## src/rtl/link_ring_pkg.sv

```systemverilog
// Shared types and constants for the token-ring controller.
package link_ring_pkg;

  typedef enum logic [2:0] {
    IDLE,
    INJECT,
    WAIT,
    CHECK,
    ERR
  } ring_state_t;

  localparam logic [31:0] CTRL_ID_DEFAULT = 32'hFFFF_FFFF;

endpackage

```

## src/rtl/link_ring_ctrl.sv

```systemverilog
// Token-ring sequencer: injects a sequenced token at the ring head, checks its
// return at the ring tail, tracks round count and latency, and flags lost/bad tokens.
module link_ring_ctrl
  import link_ring_pkg::*;
#(
  parameter int          TIMEOUT = 64,
  parameter logic [31:0] CTRL_ID = CTRL_ID_DEFAULT
) (
  input  logic        i_clk,
  input  logic        i_rst,
  input  logic        i_start,
  input  logic        i_stop,
  input  logic        i_err_clr,
  output logic        o_wen,
  output logic [31:0] o_token,
  output logic [31:0] o_clk_cnt,
  output logic [31:0] o_id,
  input  logic        i_wen,
  input  logic [31:0] i_token,
  input  logic [31:0] i_clk_cnt,
  input  logic [31:0] i_id,
  output logic        o_busy,
  output logic        o_err,
  output logic [31:0] o_round_cnt,
  output logic [31:0] o_lat
);

  localparam int TW = $clog2(TIMEOUT) + 1;
  localparam logic [TW-1:0] TIMER_LAST = TW'(TIMEOUT - 1);

  ring_state_t   state_reg;
  logic [31:0]   seq_reg;
  logic [31:0]   seq_next;
  logic [TW-1:0] timer_reg;
  logic [31:0]   lat_reg;
  logic          stop_pend_reg;

  // Ring-tail count and ID carry no information this controller needs.
  logic unused_tail;
  assign unused_tail = ^{i_clk_cnt, i_id};

  assign seq_next = seq_reg + 32'd1;

  // Outputs are registered together with the transition into the state they belong to.
  always_ff @(posedge i_clk or posedge i_rst) begin
    if (i_rst) begin
      state_reg     <= IDLE;
      seq_reg       <= 32'd0;
      timer_reg     <= '0;
      lat_reg       <= 32'd0;
      stop_pend_reg <= 1'b0;
      o_wen         <= 1'b0;
      o_token       <= 32'd0;
      o_clk_cnt     <= 32'd0;
      o_id          <= 32'd0;
      o_busy        <= 1'b0;
      o_err         <= 1'b0;
      o_round_cnt   <= 32'd0;
      o_lat         <= 32'd0;
    end else begin
      o_clk_cnt <= o_clk_cnt + 32'd1;
      o_wen     <= 1'b0;
      o_id      <= 32'd0;
      case (state_reg)
        IDLE: begin
          if (i_start && !i_stop) begin
            state_reg <= INJECT;
            o_wen     <= 1'b1;
            o_id      <= CTRL_ID;
            o_token   <= seq_reg;
            o_busy    <= 1'b1;
          end
        end
        INJECT: begin
          if (i_stop) stop_pend_reg <= 1'b1;
          timer_reg <= '0;
          state_reg <= WAIT;
        end
        WAIT: begin
          if (i_stop) stop_pend_reg <= 1'b1;
          // A return on the timeout cycle still counts as a return.
          if (i_wen) begin
            lat_reg   <= 32'(timer_reg) + 32'd1;
            state_reg <= CHECK;
          end else if (timer_reg == TIMER_LAST) begin
            state_reg <= ERR;
            o_busy    <= 1'b0;
            o_err     <= 1'b1;
          end else begin
            timer_reg <= timer_reg + TW'(1);
          end
        end
        CHECK: begin
          if (i_token != seq_reg) begin
            if (i_stop) stop_pend_reg <= 1'b1;
            state_reg <= ERR;
            o_busy    <= 1'b0;
            o_err     <= 1'b1;
          end else begin
            o_round_cnt <= o_round_cnt + 32'd1;
            o_lat       <= lat_reg;
            seq_reg     <= seq_next;
            if (stop_pend_reg || i_stop) begin
              state_reg     <= IDLE;
              stop_pend_reg <= 1'b0;
              o_busy        <= 1'b0;
            end else begin
              state_reg <= INJECT;
              o_wen     <= 1'b1;
              o_id      <= CTRL_ID;
              o_token   <= seq_next;
            end
          end
        end
        ERR: begin
          if (i_err_clr) begin
            state_reg     <= IDLE;
            stop_pend_reg <= 1'b0;
            o_err         <= 1'b0;
          end
        end
        default: begin
          state_reg <= IDLE;
          o_busy    <= 1'b0;
          o_err     <= 1'b0;
        end
      endcase
    end
  end

endmodule

```

## config.mk

```make
export PLATFORM = sky130hd
export DESIGN_NAME = link_ring_ctrl
export DESIGN_NICKNAME = d
export VERILOG_FILES = /design/src/rtl/link_ring_pkg.sv /design/src/rtl/link_ring_ctrl.sv
export SDC_FILE = /design/constraint.sdc
export NUM_CORES = 1
export LEC_CHECK = 0
export ABC_AREA = 0
export CAP_MARGIN = 20
export CORE_MARGIN = 2
export CORE_UTILIZATION = 28
export DETAILED_ROUTE_END_ITERATION = 8
export GPL_TIMING_DRIVEN = 0
export SLEW_MARGIN = 20
export SYNTH_ARGS = -nofsm -noshare
export SYNTH_HDL_FRONTEND = slang
export SYNTH_SLANG_ARGS = --single-unit
```

## constraint.sdc

```tcl
create_clock -name i_clk -period 7.35 [get_ports i_clk]
set_clock_uncertainty 0.15 [all_clocks]
set_input_delay 0.735 -clock i_clk [delete_from_list [all_inputs] [get_ports i_clk]]
set_output_delay 0.735 -clock i_clk [all_outputs]
set_load 0.02 [all_outputs]
```

==> impl_metrics.json <==
{
  "clock_latency_ns": 0.43,
  "fin_tns_setup_ns": 0,
  "vias_per_cell": 4.57,
  "layout.nets": 1167,
  "synth-edff-count": 0,
  "vdd_ir_drop_max_mv": 0.116,
  "dieWidth_microns": 178,
  "finalSetupViolCount": 0,
  "worstPathArrival_ns": 3.66,
  "hold_buffers": 0,
  "drv_cap": 0,
  "status": "finished, final reports clean",
  "whs_ns": 0.318,
  "syn2layout_area_growth_pct": 34.7,
  "synth_area_sq_um": 8500,
  "route.detailed.drc": 0,
  "wl_per_cell_microns": 15.8,
  "ant_nets": 0,
  "power_leakage_uw": 0.00526,
  "critPathCaptureType": "flop",
  "coreArea_sq_um": 29800,
  "slew_viol_final": 0,
  "place_congestion": 0.848,
  "synth_ff_type": "dfrtp_1",
  "syn_area_per_cell_sq_um": 10.1,
  "worstHoldPathType": "reg -> reg",
  "clock-sinks": 158,
  "numCtsBuffers": 17,
  "period_needed_ns": 3.49,
  "dp_slack_ns": 3.38,
  "fmax_mhz": 286,
  "synth_cell_types": 64,
  "rsz0062_at_grt": "false",
  "regArea_sq_um": 3950,
  "clk_pin_slew_ns": 0.06,
  "worstPathMaxFanout": 10,
  "cts_setup_buffers": 0,
  "worstPathRequired_ns": 7.51,
  "crit_type": "in -> reg",
  "drtIter0Drc": 283,
  "dr.pass1.iters": 5,
  "final_common_cell": "clkdlybuf4s50_1",
  "synth_warnings": 0,
  "cts-root-buf": "clkbuf_16",
  "num_antenna_cells": 0,
  "grt_pass1_vias": 6511,
  "vias": 6693,
  "wirelength_mm": 23.2,
  "cts_max_path_buffers": 2,
  "grt_max_degree": 85,
  "grt_pass1_wl_mm": 36.7,
  "die_y_microns": 178,
  "drive_gt1_share_pct": 12.8,
  "hold_viol_final": 0,
  "rows": 63,
  "fin_ws_ns": 3.86,
  "io_pins": 265,
  "p_per_area_nw_per_um2": 204,
  "synthArstFlopShare_pct": 100,
  "finalCritPeriodShare_pct": 47.5,
  "cts_tree": "done",
  "fill_cells": 2979,
  "yosys_register_bits": 158,
  "final_cell_mix": "clkdlybuf4s50_1 (176), dfrtp_1 (158), xor2_1 (96)",
  "multi_input_area_sq_um": 3930,
  "dpl.hpwl_mm": 17.0,
  "yosysSeqAreaShare_pct": 46.5,
  "critPathLaunchType": "input port",
  "slew_headroom_pct": 30.5,
  "start_util_pct": 28.5,
  "fin_util_pct": 38.4,
  "synthCells": 842,
  "grt_remaining_overflow": 0,
  "die-area_sq_um": 31800,
  "cts_resized": 0,
  "track_usage_pct": 15.0,
  "cts_max_level": 4,
  "worst_pin_slew_ns": 1.04,
  "port_buffers": 176,
  "antenna_found_initial": 0
}
==> path summary, 6_finish.rpt <==
kind	start	to	slack, ns	depth (start not counted)
setup / recovery	i_token[3]	o_lat[0]	3.86	7
hold / removal	o_round_cnt[31]	o_round_cnt[31]	0.32	1
setup reg to reg	seq_reg[22]	o_lat[0]	4.04	7
hold reg to reg	o_round_cnt[31]	o_round_cnt[31]	0.32	1
max in group asynchronous	i_rst	seq_reg[29]	5.58	3
min in group asynchronous	i_rst	o_clk_cnt[25]	0.66	2
==> per-layer routing <==
layer / part of all wire, % / track usage [%] / up-vias
met2: 47 / 23.6 / 184
met5: 0 / 0 / -
met1: 47 / 20.6 / 3242
met4: 0.98 / 3.86 / 0
met3: 5.8 / 3.77 / 15
li1: - / - / 3252
==> cell usage after synthesis (3+ instances only) <==
master | n | area [sq um]
nand4_1 | 31 | 194
nand2_1 | 79 | 297
and2_1 | 4 | 25.0
xor2_1 | 96 | 841
nand2b_1 | 6 | 37.5
a22oi_1 | 3 | 22.5
inv_1 | 13 | 48.8
or3_1 | 4 | 25.0
dfrtp_1 | 158 | 3950
nor3_1 | 28 | 140
nor3b_1 | 3 | 22.5
nor2_1 | 47 | 176
o21ai_0 | 16 | 80.1
o21a_1 | 3 | 22.5
and3_1 | 18 | 113
buf_2 | 16 | 80.1
xnor2_1 | 57 | 499
or4_1 | 7 | 52.6
a21oi_1 | 9 | 45.0
mux2_1 | 17 | 191
nand3_1 | 48 | 240
and4_1 | 14 | 123
o22ai_1 | 3 | 18.8
buf_4 | 59 | 443
o211ai_1 | 3 | 22.5
clkbuf_1 | 24 | 90.1
mux2_2 | 14 | 158
nor4_1 | 15 | 93.8
ha_1 | 4 | 50.1
==> kinds of logic after synthesis <==
kind of cell	synth area share (%)
flops	46.5
xor+xnor	15.8
compound gates	4.71
simple gates	19.9
other cells	0.0441
mux	4.23
buf+inv	8.20
fa+ha+maj	0.589
==> power breakdown <==
group / leakage [uW] / total (uW) / internal (uW) / switching, uW
Combinational: 0.00285 / 511 / 246 / 265
Sequential: 0.00214 / 949 / 911 / 38.0
Clock: 0.000272 / 873 / 496 / 377
==> layout make-up <==
cell class	instances	share of cell area [%]
flip-flops and latches	158	34.5
multi-input cells	590	34.4
repair buffers	177	15.6
plain buffers	104	5.66
well taps	390	4.26
clock buffers	21	4.11
clock inverters	11	0.951
inverters	13	0.492
==> stage by stage <==
step | instance area (sq um) | cells | total power [uW]
2_1_floorplan | 8580 | 865 | 1280
3_3_place_gp | 10800 | 1431 | 1470
3_5_place_dp | 10900 | 1432 | 1480
4_1_cts | 11400 | 1464 | 2370
5_1_grt | 11400 | 1464 | 2450
6_report | 11400 | 1464 | 2330
==> critical path, stage by stage <==
cell and delay, ns:
clkdlybuf4s50_1 0.44, xor2_1 0.19, nor4_1 0.56, nand2_1 0.23, nor3_1 0.67, buf_2 0.44
mux2_2 0.38
No activity file was read; power rests on OpenSTA's default activity.
